--- config.mk ---
export PLATFORM = sky130hd
export DESIGN_NAME = multiport_register_file_flat
export DESIGN_NICKNAME = d
export VERILOG_FILES = /design/src/rtl/rf_pkg.sv /design/src/rtl/multiport_register_file_if.sv /design/src/rtl/rf_scoreboard.sv /design/src/rtl/multiport_register_file.sv /design/src/flat_wrapper.sv
export SDC_FILE = /design/constraint.sdc
export NUM_CORES = 2
export LEC_CHECK = 0
export BUFFER_PORTS_ARGS = -buffer_cell sky130_fd_sc_hd__buf_2
export CAP_MARGIN = 20
export CORE_MARGIN = 3
export CORE_UTILIZATION = 66
export CTS_BUF_LIST = sky130_fd_sc_hd__clkbuf_8
export CTS_CLUSTER_SIZE = 16
export DETAILED_ROUTE_END_ITERATION = 7
export HOLD_SLACK_MARGIN = 0.12
export PLACE_DENSITY = 0.81
export REMOVE_ABC_BUFFERS = 1
export SLEW_MARGIN = 20
export SYNTH_ARGS = -nofsm -noshare
export SYNTH_HDL_FRONTEND = slang
export SYNTH_SLANG_ARGS = --single-unit
--- constraint.sdc ---
create_clock -name clk -period 5.5 [get_ports clk]
set_input_delay 1.65 -clock clk [delete_from_list [all_inputs] [get_ports clk]]
set_output_delay 1.65 -clock clk [all_outputs]
set_load 0.1 [all_outputs]
--- src/rtl/rf_pkg.sv ---
`default_nettype none
// ============================================================================
//  Module      : rf_pkg
//  Description : Shared constants and types for the multiport register file
//                (default width, depth and read-port count; address and data
//                word types).
//  Revision    : 1.0  initial release
// ============================================================================
package rf_pkg;

   localparam int RF_DATA_W = 32;
   localparam int RF_ADDR_W = 5;
   localparam int RF_NUM_RD = 2;

   typedef logic [RF_ADDR_W-1:0] rf_addr_t;
   typedef logic [RF_DATA_W-1:0] rf_data_t;

endpackage
`default_nettype wire

--- src/rtl/multiport_register_file_if.sv ---
`default_nettype none
// ============================================================================
//  Module      : multiport_register_file_if
//  Description : Decode/writeback bus of the register file.
//                master (decode/writeback side) drives:
//                  RegWrite, rd, in        writeback port
//                  rs                      packed read indices, ADDR_W each
//                  issue_en, issue_rd      destination issue
//                slave (register file) drives:
//                  out                     packed read data, DATA_W each
//                  rs_busy, hazard         operand-pending flags
//  Revision    : 1.0  initial release
// ============================================================================
interface multiport_register_file_if #(
   parameter int DATA_W = rf_pkg::RF_DATA_W,
   parameter int ADDR_W = rf_pkg::RF_ADDR_W,
   parameter int NUM_RD = rf_pkg::RF_NUM_RD
);
   logic                     RegWrite;
   logic [ADDR_W-1:0]        rd;
   logic [DATA_W-1:0]        in;
   logic [NUM_RD*ADDR_W-1:0] rs;
   logic [NUM_RD*DATA_W-1:0] out;
   logic                     issue_en;
   logic [ADDR_W-1:0]        issue_rd;
   logic [NUM_RD-1:0]        rs_busy;
   logic                     hazard;

   modport master (
      output RegWrite, rd, in, rs, issue_en, issue_rd,
      input  out, rs_busy, hazard
   );

   modport slave (
      input  RegWrite, rd, in, rs, issue_en, issue_rd,
      output out, rs_busy, hazard
   );

endinterface
`default_nettype wire

--- src/rtl/rf_scoreboard.sv ---
`default_nettype none
// ============================================================================
//  Module      : rf_scoreboard
//  Description : One busy bit per register. Issue sets, writeback retires,
//                and each read port reports whether its operand is still
//                outstanding.
//  Ports       : clk, rst_n           clock, async active-low reset
//                wr_en, wr_rd         writeback (retire) strobe and index
//                issue_en, issue_rd   issue strobe and destination
//                rs                   packed read indices
//                rs_busy, hazard      per-port pending flags and their OR
//  Revision    : 1.0  initial release
// ============================================================================
module rf_scoreboard #(
   parameter int ADDR_W   = rf_pkg::RF_ADDR_W,
   parameter int NUM_RD   = rf_pkg::RF_NUM_RD,
   parameter bit BYPASS   = 1'b1,
   parameter bit ZERO_REG = 1'b1
) (
   input  wire logic                     clk,
   input  wire logic                     rst_n,
   input  wire logic                     wr_en,
   input  wire logic [ADDR_W-1:0]        wr_rd,
   input  wire logic                     issue_en,
   input  wire logic [ADDR_W-1:0]        issue_rd,
   input  wire logic [NUM_RD*ADDR_W-1:0] rs,
   output logic      [NUM_RD-1:0]        rs_busy,
   output logic                          hazard
);

   localparam int c_depth = 2**ADDR_W;

   logic [c_depth-1:0] r_busy;
   logic [c_depth-1:0] w_busy_next;
   logic               w_issue_ok;
   logic [NUM_RD-1:0]  w_rs_busy;

   // Register 0 never becomes a producer when it is hardwired.
   assign w_issue_ok = issue_en && !(ZERO_REG && (issue_rd == '0));

   // Retire first, then set: a same-cycle issue of the retiring register
   // means a newer producer is now outstanding.
   always_comb begin
      w_busy_next = r_busy;
      if (wr_en) begin
         w_busy_next[wr_rd] = 1'b0;
      end
      if (w_issue_ok) begin
         w_busy_next[issue_rd] = 1'b1;
      end
   end

   always_ff @(posedge clk or negedge rst_n) begin
      if (!rst_n) begin
         r_busy <= '0;
      end else begin
         r_busy <= w_busy_next;
      end
   end

   for (genvar i = 0; i < NUM_RD; i++) begin : g_port
      logic [ADDR_W-1:0] w_rs;
      logic              w_fwd;
      assign w_rs  = rs[i*ADDR_W +: ADDR_W];
      // An operand arriving this cycle through the bypass is not pending.
      assign w_fwd = BYPASS && wr_en && (wr_rd == w_rs);
      assign w_rs_busy[i] = rst_n && r_busy[w_rs] && !w_fwd;
   end

   assign rs_busy = w_rs_busy;
   assign hazard  = |w_rs_busy;

endmodule
`default_nettype wire

--- src/rtl/multiport_register_file.sv ---
`default_nettype none
// ============================================================================
//  Module      : multiport_register_file
//  Description : Parametrised register file with NUM_RD combinational read
//                ports, one write port, optional write-to-read bypass,
//                optional hardwired zero register and a busy scoreboard.
//  Ports       : clk    rising-edge clock
//                rst_n  asynchronous active-low reset
//                bus    multiport_register_file_if.slave (write, read,
//                       issue and hazard signals)
//  Revision    : 1.0  initial release
// ============================================================================
module multiport_register_file
   import rf_pkg::*;
#(
   parameter int DATA_W   = RF_DATA_W,
   parameter int ADDR_W   = RF_ADDR_W,
   parameter int NUM_RD   = RF_NUM_RD,
   parameter bit BYPASS   = 1'b1,
   parameter bit ZERO_REG = 1'b1
) (
   input wire logic                 clk,
   input wire logic                 rst_n,
   multiport_register_file_if.slave bus
);

   localparam int c_depth = 2**ADDR_W;

   logic [DATA_W-1:0]        r_mem [c_depth];
   logic                     w_wr_en;
   logic [NUM_RD*DATA_W-1:0] w_out;

   // Writes to a hardwired zero register are dropped.
   assign w_wr_en = bus.RegWrite && !(ZERO_REG && (bus.rd == '0));

   always_ff @(posedge clk or negedge rst_n) begin
      if (!rst_n) begin
         for (int r = 0; r < c_depth; r++) begin
            r_mem[r] <= '0;
         end
      end else if (w_wr_en) begin
         r_mem[bus.rd] <= bus.in;
      end
   end

   for (genvar i = 0; i < NUM_RD; i++) begin : g_rd
      logic [ADDR_W-1:0] w_rs;
      logic [DATA_W-1:0] w_data;
      assign w_rs = bus.rs[i*ADDR_W +: ADDR_W];
      // Priority, lowest to highest: stored value, bypass, zero register,
      // reset. Reset gating keeps the bypass path from leaking data while
      // rst_n is low.
      always_comb begin
         w_data = r_mem[w_rs];
         if (BYPASS && bus.RegWrite && (bus.rd == w_rs)) begin
            w_data = bus.in;
         end
         if (ZERO_REG && (w_rs == '0)) begin
            w_data = '0;
         end
         if (!rst_n) begin
            w_data = '0;
         end
      end
      assign w_out[i*DATA_W +: DATA_W] = w_data;
   end

   assign bus.out = w_out;

   rf_scoreboard #(
      .ADDR_W   (ADDR_W),
      .NUM_RD   (NUM_RD),
      .BYPASS   (BYPASS),
      .ZERO_REG (ZERO_REG)
   ) u_scoreboard (
      .clk      (clk),
      .rst_n    (rst_n),
      .wr_en    (bus.RegWrite),
      .wr_rd    (bus.rd),
      .issue_en (bus.issue_en),
      .issue_rd (bus.issue_rd),
      .rs       (bus.rs),
      .rs_busy  (bus.rs_busy),
      .hazard   (bus.hazard)
   );

endmodule
`default_nettype wire
--- src/flat_wrapper.sv ---
// flat-port wrapper written by rule: the top's interface ports become plain ports
module multiport_register_file_flat import rf_pkg::*;
#(
   parameter int DATA_W   = RF_DATA_W,
   parameter int ADDR_W   = RF_ADDR_W,
   parameter int NUM_RD   = RF_NUM_RD,
   parameter bit BYPASS   = 1'b1,
   parameter bit ZERO_REG = 1'b1
)
  (clk, rst_n, bus_RegWrite, bus_rd, bus_in, bus_rs, bus_issue_en, bus_issue_rd, bus_out, bus_rs_busy, bus_hazard);
  multiport_register_file_if #(.DATA_W(DATA_W), .ADDR_W(ADDR_W), .NUM_RD(NUM_RD)) bus_i ();
  input wire logic clk;
  input wire logic rst_n;
  input wire logic [$bits(bus_i.RegWrite)-1:0] bus_RegWrite;
  input wire logic [$bits(bus_i.rd)-1:0] bus_rd;
  input wire logic [$bits(bus_i.in)-1:0] bus_in;
  input wire logic [$bits(bus_i.rs)-1:0] bus_rs;
  input wire logic [$bits(bus_i.issue_en)-1:0] bus_issue_en;
  input wire logic [$bits(bus_i.issue_rd)-1:0] bus_issue_rd;
  output wire logic [$bits(bus_i.out)-1:0] bus_out;
  output wire logic [$bits(bus_i.rs_busy)-1:0] bus_rs_busy;
  output wire logic [$bits(bus_i.hazard)-1:0] bus_hazard;
  assign bus_i.RegWrite = bus_RegWrite;
  assign bus_i.rd = bus_rd;
  assign bus_i.in = bus_in;
  assign bus_i.rs = bus_rs;
  assign bus_i.issue_en = bus_issue_en;
  assign bus_i.issue_rd = bus_issue_rd;
  assign bus_out = bus_i.out;
  assign bus_rs_busy = bus_i.rs_busy;
  assign bus_hazard = bus_i.hazard;
  multiport_register_file #(.DATA_W(DATA_W), .ADDR_W(ADDR_W), .NUM_RD(NUM_RD), .BYPASS(BYPASS), .ZERO_REG(ZERO_REG)) u_core (.clk(clk), .rst_n(rst_n), .bus(bus_i));
endmodule
**Word-level counts from Yosys, hierarchy flattened**

Cells that the tools add are included.

- Magnitude comparators: 10
- Eq/ne operators: 2
- Multiplexer cells: 25
- Bitwise logic cells: 6
- Reductions and logical operators: 20

Operators with widths:

| kind | number |
|---|---|
| bitwise mux 1024 bit | 1 |
| two-way mux 32 bit | 13 |
| binary-select mux 32 bit (select 5 bit) | 2 |
| demux 32 bit (select 5 bit) | 1 |
| AND 32 bit | 1 |
| NOT 32 bit | 1 |
| bitwise OR 32 bit | 1 |
| less-than comparator 5 x 6 -> 1 bit, second input constant | 4 |
| zero test 5 bit | 4 |
| greater-or-equal comparator 6 bit, second input constant | 3 |
| NOT 5 -> 6 bit | 3 |
| logical AND 1 bit | 11 |
| binary-select mux 1 bit (select 5 bit) | 2 |
| demux 1 bit (select 5 bit) | 2 |
| == test 5 bit | 2 |
| greater-or-equal comparator 5 x 1 -> 1 bit, second input constant | 2 |
| less-than comparator 6 x 1 -> 1 bit, second input constant | 1 |
| zero test 1 bit | 4 |
| two-way mux 1 bit | 4 |
| OR reduction 2 bit | 1 |

- Flip-flop bits (word level): 1056
- Bits of input ports: 56
- Output and inout bits: 67
- Word-level logic and storage cells: 96

**Depth between registers and ports, before layout**

- Word-level depth: 9
- Depth in mapped cells: 9
- Mapped depth without buffers: 5

**Modules after synthesis**

A second synthesis with hierarchy kept.

- Cells, all modules: 3947
- Area, all modules: 56900.8 um^2

Modules (own cells, without submodules):

| module | times used | cells an instance | area an instance (um^2) | sequential area each (um^2) |
|---|---|---|---|---|
| multiport_register_file | 1 | 3758 | 54883.9 | 25624.6 |
| rf_scoreboard | 1 | 189 | 2016.9 | 800.8 |

**Least setup slack after synthesis**

OpenSTA, ideal clock, no wires.

- Path kind: input-to-output
- Start point: input bus_rs[0]
- End point: output bus_out[0]
- Data arrival time: 4.524 ns
- Required time: 3.850 ns
- Slack: -0.674 ns
- Cell stages on the path: 8
- Path buffers: 4
- Cells stage by stage: buf_2 > buf_2 > nor2b_1 > buf_2 > buf_1 > a221oi_1 > o21ai_0 > a41oi_1

- Cells in the longest elaborated chain, start to end: 7
- Elaborated cells between the ends (all ways): 10
- Those cells by class: eq/ne: 1; mux: 6; bitwise: 1; reduce/logical: 2

Ends and longest elaborated chain:

| element | RTL line | RTL |
|---|---|---|
| start, declared | flat_wrapper.sv:17 | `input wire logic [$bits(bus_i.rs)-1:0] bus_rs;` |
| NOT 5 -> 6 bit (implied by the code) | multiport_register_file.sv:54 | `w_data = r_mem[w_rs];` |
| binary-select mux 32 bit (select 5 bit) | multiport_register_file.sv:54 |  |
| two-way mux 32 bit (implied by the code) (2 in series) | multiport_register_file.sv:54 |  |
| two-way mux 32 bit | multiport_register_file.sv:55 | `if (BYPASS && bus.RegWrite && (bus.rd == w_rs)) begin` |
| two-way mux 32 bit * | multiport_register_file.sv:58 | `if (ZERO_REG && (w_rs == '0)) begin` |
| two-way mux 32 bit * | multiport_register_file.sv:61 | `if (!rst_n) begin` |
| end, declared | flat_wrapper.sv:20 | `output wire logic [$bits(bus_i.out)-1:0] bus_out;` |

Mark *: on every way between the ends. The rest lies on a longest branch, timed or not. The select of a mux whose other input is x is not followed.

**Worst setup path after layout**

- Start point: input bus_rs[3]
- End point: output bus_out[7]

The elaborated chain is that of the path after synthesis.

==> summary.md <==
| Metric | Value |
|---|---|
| Num CTS Buffers | `173` |
| Clock transition at the registers of the reported paths | `~60 ps` |
| Post-synthesis instance area | `around 0.057 sq mm` |
| Final Cycle Share | `100%` |
| Setup violators final | `2` |
| H-tree Lvls | `4` |
| Most frequent cells in the layout | `dfrtp_1, mux2_2, mux2i_1` |
| Core box area | `0.0854 sq mm` |
| Port buffer count | `122` |
| Combinational power share | `22.9%` |
| Grt ovf | `0` |
| Vias per inst | `7.41` |
| FF+latch count, synth | `around 1100` |
| Final min period | `5520 ps` |
| Worst-Margin Slew | `1140 ps` |
| Total GRT Usage | `40.3%` |
| Distinct cell type count after synthesis | `48` |
| Setup CP Type | `input port to output pin` |
| Gpl congestion | `0.889` |
| Mapped Cells | `approximately 4300` |
| Die Span Y | `300 um` |
| Worst R2R End | `u_core.r_mem[176]$_DFFE_PN0P_` |
| Initial antenna violation count | `6` |
| Slew Limit Headroom | `23.4%` |
| Slew Viols, Final | `0` |
| Pre-CTS WS | `-44.0 ps` |
| Maximum VDD drop | `roughly 280 uV` |
| Clock latency on the worst-skew pair | `~850 ps` |
| Fmax | `181 MHz` |
| Crit end category | `output pin` |
| Vias in the first global route | `43100` |
| Net Sw Power | `0.00682 W` |
| RR Startpoint | `u_core.r_mem[176]$_DFFE_PN0P_` |
| Fillers | `5258` |
| Number of synthesis warnings | `0` |
| Layout cells sized above 1 | `43.4%` |
| Row count | `~110` |
| Critical path launch point | `bus_rs[3]` |
| Power, Total | `0.0224 W` |
| Worst Slack Setup Final | `-20.1 ps` |
| CP Capture Point | `bus_out[7]` |
| Clock sink total | `1056` |
| Commonest non-fill, non-tap cell in the layout | `dfrtp_1` |
| Worst clock skew | `0 ps` |
| Setup TNS | `-20.4 ps` |
| CTS tree | `yes` |
| Ports | `between 100 and 150` |
| Sw Ratio | `30.4%` |
| Routed WL per cell | `32.2 um` |
| Multi-input gate area | `0.0289 sq mm` |
| Initial detailed-routing violation count | `5214` |
| Unrepaired setup endpoints after global routing | `yes` |
| FF-to-FF path depth | `1` |
| Clock root buffer | `clkbuf_8` |
| Outcome | `finished, violations left` |
| Leak pwr | `29.1 nW` |
| Hold Crit Class | `register to register` |
| Largest net degree at the start of global routing | `approximately 190` |
| Die X | `between 200 and 300 um` |
| Pwr Density | `between 300 and 400 mW/mm^2` |
| Routed wire length | `roughly 180 mm` |
| Area grow syn2layout | `13.5%` |
| WHS | `395 ps` |
| DRT antenna net count | `0` |
| # DRC | `0` |
| Register area | `around 0.026 sq mm` |
| Final hold violations | `0` |
| Clock Path Buffers | `3` |
| Crit path required time | `3850 ps` |
| Reg2Reg Setup Slack | `4660 ps` |
| Register share of total power | `46.6%` |
| DR pass1 iterations | `6` |
| Vias | `between 40000 and 50000` |
| Final HPWL DP | `roughly 110 mm` |
| Max Cap Violations | `0` |
| First-pass GRT wire length | `270 mm` |
| Post-synth EDFFs | `0` |
| Register area share after synthesis | `46.3%` |
| Internal | `0.0156 W` |
| Async SR Flop Fraction | `100%` |
| Avg Inst Size Synth | `between 10 and 15 sq um` |
| CP arrival | `roughly 3900 ps` |
| Die area | `between 0.08 and 0.09 sq mm` |
| Final net count | `approximately 4400` |
| Clk pwr share | `30.5%` |
| CP max FO | `23` |
| Failing checks | `negative setup slack` |
| Predominant post-synthesis flop cell | `dfrtp_1` |
| Type of origin of the critical path | `input port` |
| Initial Util | `66.8%` |
==> area by class of cell <==
| type | count | share of cell area (%) |
|---|---|---|
| multi-input cells | 2761 | 44.6 |
| diodes | 2 | 0.00774 |
| well taps | 1144 | 2.21 |
| repair buffers | 369 | 7.05 |
| clock buffers | 214 | 4.55 |
| clock inverters | 82 | 0.677 |
| flip-flops and latches | 1056 | 40.8 |
| inverters | 1 | 0.00580 |
==> Yosys cell counts, types with 12 or more instances <==
cell | number | area share, %
nand2b_1 | 13 | 0.14
o32a_1 | 32 | 0.56
nand3_1 | 128 | 1.1
nand4_1 | 16 | 0.18
nand2_1 | 128 | 0.84
mux4_2 | 275 | 11
dfrtp_1 | 1056 | 46
mux2_2 | 996 | 20
o221ai_1 | 14 | 0.22
o21ai_0 | 103 | 0.90
a221oi_1 | 57 | 0.88
clkbuf_1 | 274 | 1.8
buf_4 | 12 | 0.16
mux2i_1 | 506 | 8.9
nor2_1 | 68 | 0.45
buf_2 | 139 | 1.2
a22oi_1 | 209 | 2.8
a21oi_1 | 56 | 0.49
o22ai_1 | 23 | 0.25
a22o_1 | 15 | 0.23
o22a_1 | 22 | 0.34
buf_1 | 53 | 0.35
a41oi_1 | 18 | 0.28
==> registers in the layout (all words and copies together), names as in the netlist <==
register / count
u_core.r_mem: 1024
u_core.u_scoreboard.r_busy: 32
==> cell families after synthesis <==
family	count (synthesis)	synth area share, %
mux	1777	39.4
flops	1056	46.3
compound gates	564	7.12
buf+inv	481	3.58
simple gates	409	3.40
xor+xnor	10	0.154
==> metal layers <==
| layer | global-route usage (%) | up-vias | share of wire [%] |
|---|---|---|---|
| met5 | 0.108 | - | 0.022 |
| met4 | 23.9 | 6 | 6.3 |
| met3 | 11.6 | 771 | 12 |
| met2 | 61.3 | 3034 | 46 |
| met1 | 51.9 | 21400 | 36 |
| li1 | - | 16500 | - |
==> per-stage QoR <==
step | utilization [%] | instance area (sq um) | std cells
3_3_place_gp | 71.7 | 61200 | 5326
5_1_grt | 75.7 | 64700 | 5629
4_1_cts | 75.6 | 64600 | 5623
6_report | 75.7 | 64700 | 5629
2_1_floorplan | - | 55000 | 3817
3_5_place_dp | 71.7 | 61200 | 5326
==> power groups by stage <==
stage | clock network (W) | logic (W) | registers [W]
final | 0.00683 | 0.00513 | 0.0104
after global routing | 0.00722 | 0.00544 | 0.0106
after CTS | 0.00685 | 0.00507 | 0.0104
after detailed placement | 0 | 0.00504 | 0.0105
after global placement | 0 | 0.00486 | 0.0103
after floorplan | 0 | 0.00347 | 0.0101
==> worst max-delay path, cell delays in order <==
cell     delay (ps)
buf_2           200
xor2_1          190
nor4_1          480
nand4_1         350
buf_12          300
nand4_1         100
o22a_1          340
buf_12          220
==> how the worst min path moves through the flow <==
stage,slack (ps),depth (start not counted),start,to
finish,400,0,u_core.r_mem[995]$_DFFE_PN0P_,u_core.r_mem[995]$_DFFE_PN0P_
global route,400,0,u_core.r_mem[993]$_DFFE_PN0P_,u_core.r_mem[993]$_DFFE_PN0P_
CTS,400,0,u_core.r_mem[998]$_DFFE_PN0P_,u_core.r_mem[998]$_DFFE_PN0P_
detailed placement,380,0,u_core.r_mem[1003]$_DFFE_PN0P_,u_core.r_mem[1003]$_DFFE_PN0P_
global placement,380,0,u_core.r_mem[1023]$_DFFE_PN0P_,u_core.r_mem[1023]$_DFFE_PN0P_
floorplan,370,0,u_core.r_mem[1000]$_DFFE_PN0P_,u_core.r_mem[1000]$_DFFE_PN0P_
==> repair_timing <==
item | CTS | global route
setup endpoints to repair | 2 | 10
resized for setup | 1 | 9
hold buffers | 0 | 0
buffers inserted | 0 | 3
gates cloned | 1 | 1
Power figures use the tool's default switching activity.
